<file path="src/rtl/wait_gen.sv">
// Wait-state generator for the 6809E bus: holds MRDY low to stretch E per chip-select region,
// with EXT/EXTIO cycles further extendable by EXT_nWAIT up to a timeout that raises BUSERR.
module wait_gen #(
    parameter logic [3:0] WS_ROM      = 4'd0,
    parameter logic [3:0] WS_RAM      = 4'd0,
    parameter logic [3:0] WS_UART     = 4'd2,
    parameter logic [3:0] WS_EXT      = 4'd1,
    parameter logic [3:0] WS_EXTIO    = 4'd3,
    parameter logic [7:0] EXT_TIMEOUT = 8'd255
) (
    input  logic CLKX4,
    input  logic nRESET,
    input  logic QX,
    input  logic EX,
    input  logic BA,
    input  logic nCSROM0,
    input  logic nCSROM1,
    input  logic nCSRAM,
    input  logic nCSEXT,
    input  logic nCSEXTIO,
    input  logic nCSUART,
    input  logic EXT_nWAIT,
    input  logic CLRERR,
    output logic MRDY,
    output logic BUSERR
);

    typedef enum logic {IDLE, WAIT} state_t;

    state_t     state, state_nx;
    logic [3:0] cnt, cnt_nx;
    logic [7:0] tocnt, tocnt_nx;
    logic       ext, ext_nx;
    logic       mrdy_nx, buserr_nx;

    logic [3:0] ws_sel;
    logic       ext_sel, any_sel;
    logic       ph_launch, ph_hold;

    // 11 is the phase where the cycle is launched; 01 is the phase the generator stretches.
    assign ph_launch = QX & EX;
    assign ph_hold   = ~QX & EX;

    always_comb begin
        ws_sel  = 4'd0;
        ext_sel = 1'b0;
        any_sel = 1'b1;
        if (!nCSEXTIO) begin
            ws_sel  = WS_EXTIO;
            ext_sel = 1'b1;
        end else if (!nCSUART) begin
            ws_sel  = WS_UART;
        end else if (!nCSEXT) begin
            ws_sel  = WS_EXT;
            ext_sel = 1'b1;
        end else if (!nCSROM0 || !nCSROM1) begin
            ws_sel  = WS_ROM;
        end else if (!nCSRAM) begin
            ws_sel  = WS_RAM;
        end else begin
            any_sel = 1'b0;
        end
    end

    always_comb begin
        state_nx  = state;
        cnt_nx    = cnt;
        tocnt_nx  = tocnt;
        ext_nx    = ext;
        mrdy_nx   = MRDY;
        // A timeout on the same edge as CLRERR overrides this below.
        buserr_nx = BUSERR & ~CLRERR;
        case (state)
            IDLE: begin
                if (ph_launch) begin
                    mrdy_nx = 1'b1;
                    if (!BA && any_sel) begin
                        cnt_nx   = ws_sel;
                        ext_nx   = ext_sel;
                        tocnt_nx = 8'd0;
                        if (ws_sel != 4'd0 || ext_sel) begin
                            mrdy_nx  = 1'b0;
                            state_nx = WAIT;
                        end
                    end
                end
            end
            WAIT: begin
                // Selects and a stray 11 phase are ignored here; the region was latched at launch.
                if (ph_hold) begin
                    if (cnt > 4'd1) begin
                        cnt_nx = cnt - 4'd1;
                    end else if (!ext) begin
                        cnt_nx   = 4'd0;
                        mrdy_nx  = 1'b1;
                        state_nx = IDLE;
                    end else if (EXT_nWAIT) begin
                        mrdy_nx  = 1'b1;
                        state_nx = IDLE;
                    end else if (tocnt == EXT_TIMEOUT) begin
                        mrdy_nx   = 1'b1;
                        buserr_nx = 1'b1;
                        state_nx  = IDLE;
                    end else begin
                        tocnt_nx = tocnt + 8'd1;
                    end
                end
            end
            default: state_nx = IDLE;
        endcase
    end

    always_ff @(posedge CLKX4) begin
        if (!nRESET) begin
            state  <= IDLE;
            cnt    <= 4'd0;
            tocnt  <= 8'd0;
            ext    <= 1'b0;
            MRDY   <= 1'b1;
            BUSERR <= 1'b0;
        end else begin
            state  <= state_nx;
            cnt    <= cnt_nx;
            tocnt  <= tocnt_nx;
            ext    <= ext_nx;
            MRDY   <= mrdy_nx;
            BUSERR <= buserr_nx;
        end
    end

endmodule

</file>
<file path="config.mk">
export PLATFORM = sky130hd
export DESIGN_NAME = wait_gen
export DESIGN_NICKNAME = d
export VERILOG_FILES = /design/src/rtl/wait_gen.sv
export SDC_FILE = /design/constraint.sdc
export NUM_CORES = 1
export LEC_CHECK = 0
export CAP_MARGIN = 20
export CORE_MARGIN = 10
export CORE_UTILIZATION = 56
export CTS_CLUSTER_SIZE = 28
export DETAILED_ROUTE_END_ITERATION = 7
export MAX_ROUTING_LAYER = met4
export PLACE_DENSITY = 0.87
export SYNTH_ARGS = -nofsm -noshare
export SYNTH_HDL_FRONTEND = slang
export SYNTH_SLANG_ARGS = --single-unit
</file>
<file path="constraint.sdc">
create_clock -name CLKX4 -period 2.85 [get_ports CLKX4]
set_input_delay 0.57 -clock CLKX4 [delete_from_list [all_inputs] [get_ports CLKX4]]
set_output_delay 0.57 -clock CLKX4 [all_outputs]
set_load 0.05 [all_outputs]
</file>
==> out/results.txt <==
dpl hpwl: 1.79 mm
Comb pwr share: 0.142
Switching Power: 114 uW
CTS Sinks: 16
Fmax achieved: 0.485 GHz
Resized Gates After CTS: 0
Pwr Density: 389 nW/um^2
Initial Util: 0.579
switching portion of total power: 0.254
RSZ-0062 raised after global routing: no
Final Setup Violations: 0
GRT Overall Usage: 0.137
sequential share of the synthesized area: 0.328
H-tree levels: 1
vias: 936
cts bufs inserted: 3
setup TNS: 0 ps
Setup Fix Bufs, Post-CTS: 0
1st-iter DRT viols: 16
number of global-route vias before repair: 884
Area contributors post-synth: dfxtp_1 33%, a21oi_1 4.1%, nand3_1 4.1%
n_diodes: 0
total power draw: 450 uW
Post-Synthesis Cells: 112
Synth area leader: dfxtp_1
area of the mapped netlist: 977 um^2
Clock Skew: 7.22 ps
data arrival time of the worst path: 2290 ps
FP Rows: 15
synth warn: 0
first-pass detailed-route iteration total: 8
fin crit period: 2060 ps
Int Pwr: 336 uW
drt via density: 6.46
root buf cell: clkbuf_4
critical path launch point type: primary input
routed wire length: 2.35 mm
static leakage: 0.000426 uW
ys flop type: dfxtp_1
Worst Hold Class: reg -> reg
syn avg cell area: 8.72 um^2
worst rel slew slack: 0.662
Setup CP Type: in -> reg
max_cap viols: 0
Post-Synth XOR/XNOR Area: 0.0179
DRT antenna net count: 0
CTS tree: done
Port Buffer Count: 14
Final Cycle Share: 0.723
Die W: 61.8 um
largest net degree at the start of global routing: 12
Hold Violations, Final: 0
worst skew pair latency: 290 ps
area grow syn2layout: 18.3%
post-synth top area share: 0.328
grt total ovfl: 0
first-pass GRT wire length: 3.88 mm
deepest clock path buffer count: 2
Compound-Gate Fraction of Synth Area: 0.242
Clock power frac: 0.340
Routed met2 length: 1.22 mm
number of synthesized register bits: 16
die area: 3820 um^2
Layout fillers: 138
Netlist cell types: 44
DRC violations left: 0
initial antenna violation count: 0
Flop pwr share: 0.518
post-synthesis adder-cell area fraction: 0.0384
commonest cells in the netlist: 16 x dfxtp_1, 9 x inv_1, 8 x a21oi_1, 8 x nand3_1, 8 x nor2_1
WL/cell: 16.2 um
Nets: 145
status: complete, no violations
Post-synth EDFFs: 0
Core Area: 1690 um^2
top routing layer in use: met4
Crit Path Max Fanout: 7
Post-CTS Hold Buffers: 0
syn nets: 128
M1 WL: 1.00 mm
# IOs: 15
required time of the critical path: 3080 ps
Worst VDD drop: 0.319 mV
placer congestion estimate: 0.822
post-synthesis simple-gate area fraction: 0.310
Clk pin slew, worst setup/hold paths: 100 ps
layout cell share with drive strength beyond 1: 0.0938
WL met3: 77 um
Slew Viols, Final: 0
Die Ht: 61.8 um
worst-margin pin slew: 505 ps
multiplexer area fraction after synthesis: 0.0102
CP endpoint kind: flop
most common cell in the netlist: dfxtp_1
largest family of logic cells by synthesized area: simple AND/OR/NAND/NOR gates
asr flop ratio synth: 0
==> state kept, by name, summed over array words and instances, names as in the netlist <==
name and count:
tocnt 8, BUSERR 1, ext 1, state 1
cnt 4, MRDY 1
==> path summary, 6_finish.rpt <==
kind,start,endpoint,slack (ps),depth (start not counted)
worst min-delay path,tocnt[5]$_SDFFE_PN0P_,tocnt[5]$_SDFFE_PN0P_,490,2
worst min register to register,tocnt[5]$_SDFFE_PN0P_,tocnt[5]$_SDFFE_PN0P_,490,2
worst max register to register,state$_SDFF_PN0_,tocnt[5]$_SDFFE_PN0P_,870,5
worst max-delay path,EXT_nWAIT,tocnt[5]$_SDFFE_PN0P_,790,6
==> power by group through the flow <==
stage / sequential [uW] / combinational [uW] / clock [uW]
after floorplan: 238 / 34.6 / 0
after global placement: 238 / 61.3 / 0
after detailed placement: 238 / 63.7 / 0
after CTS: 233 / 63.9 / 152
after global routing: 234 / 70.3 / 162
final: 233 / 64.0 / 153
==> logic make-up (layout without fill, tap and decap cells) <==
| family | count (synthesis) | count (layout) |
|---|---|---|
| XOR/XNOR | 2 | 2 |
| AO/OA/AOI/OAI | 30 | 30 |
| adder cells (fa/ha/maj) | 3 | 3 |
| AND/OR/NAND/NOR | 49 | 49 |
| flip-flops | 16 | 16 |
| buffers and inverters | 11 | 27 |
| multiplexers | 1 | 1 |
==> routing by layer <==
metal,track usage,up-vias
li1,-,459
met1,0.150,445
met2,0.228,24
met3,0.0407,8
met4,0.0541,0
met5,-,-
==> area by class of cell <==
type | instances | area, um^2 | share of cell area
sequential | 16 | 320 | 0.277
clock buffer | 4 | 36.3 | 0.0314
inverter | 9 | 33.8 | 0.0292
tap | 17 | 21.3 | 0.0184
timing repair buffer | 14 | 140 | 0.121
multi-input combinational | 85 | 604 | 0.523
==> worst max-delay path, cell delays in order <==
cell and delay, ps:
clkdlybuf4s50_1 400, nand3b_2 280, a41oi_4 320, nand3_4 150
or4_1 430, a21oi_1 150
==> through the flow <==
stage	instances	utilization	cell area (um^2)	hold WS, ps	setup WS (ps)
4_1_cts	145	0.684	1160	490	794
2_1_floorplan	112	-	977	448	1080
3_5_place_dp	141	0.663	1120	477	498
6_report	145	0.684	1160	487	790
3_3_place_gp	141	0.663	1120	461	579
5_1_grt	145	0.684	1160	504	651
==> layout by cell type (no fill, tap or decap), drive strengths merged, types with 3 or more instances in the layout <==
cell,synthesis,final
clkdlybuf4s50,0,14
dfxtp,16,16
nor4,4,4
o21ai,5,5
ha,3,3
a21oi,8,8
and2,4,4
nor3,4,4
nor2,8,8
nand3,9,9
nand2,7,7
inv,9,9
clkbuf,0,4
Power figures use the tool's default switching activity.
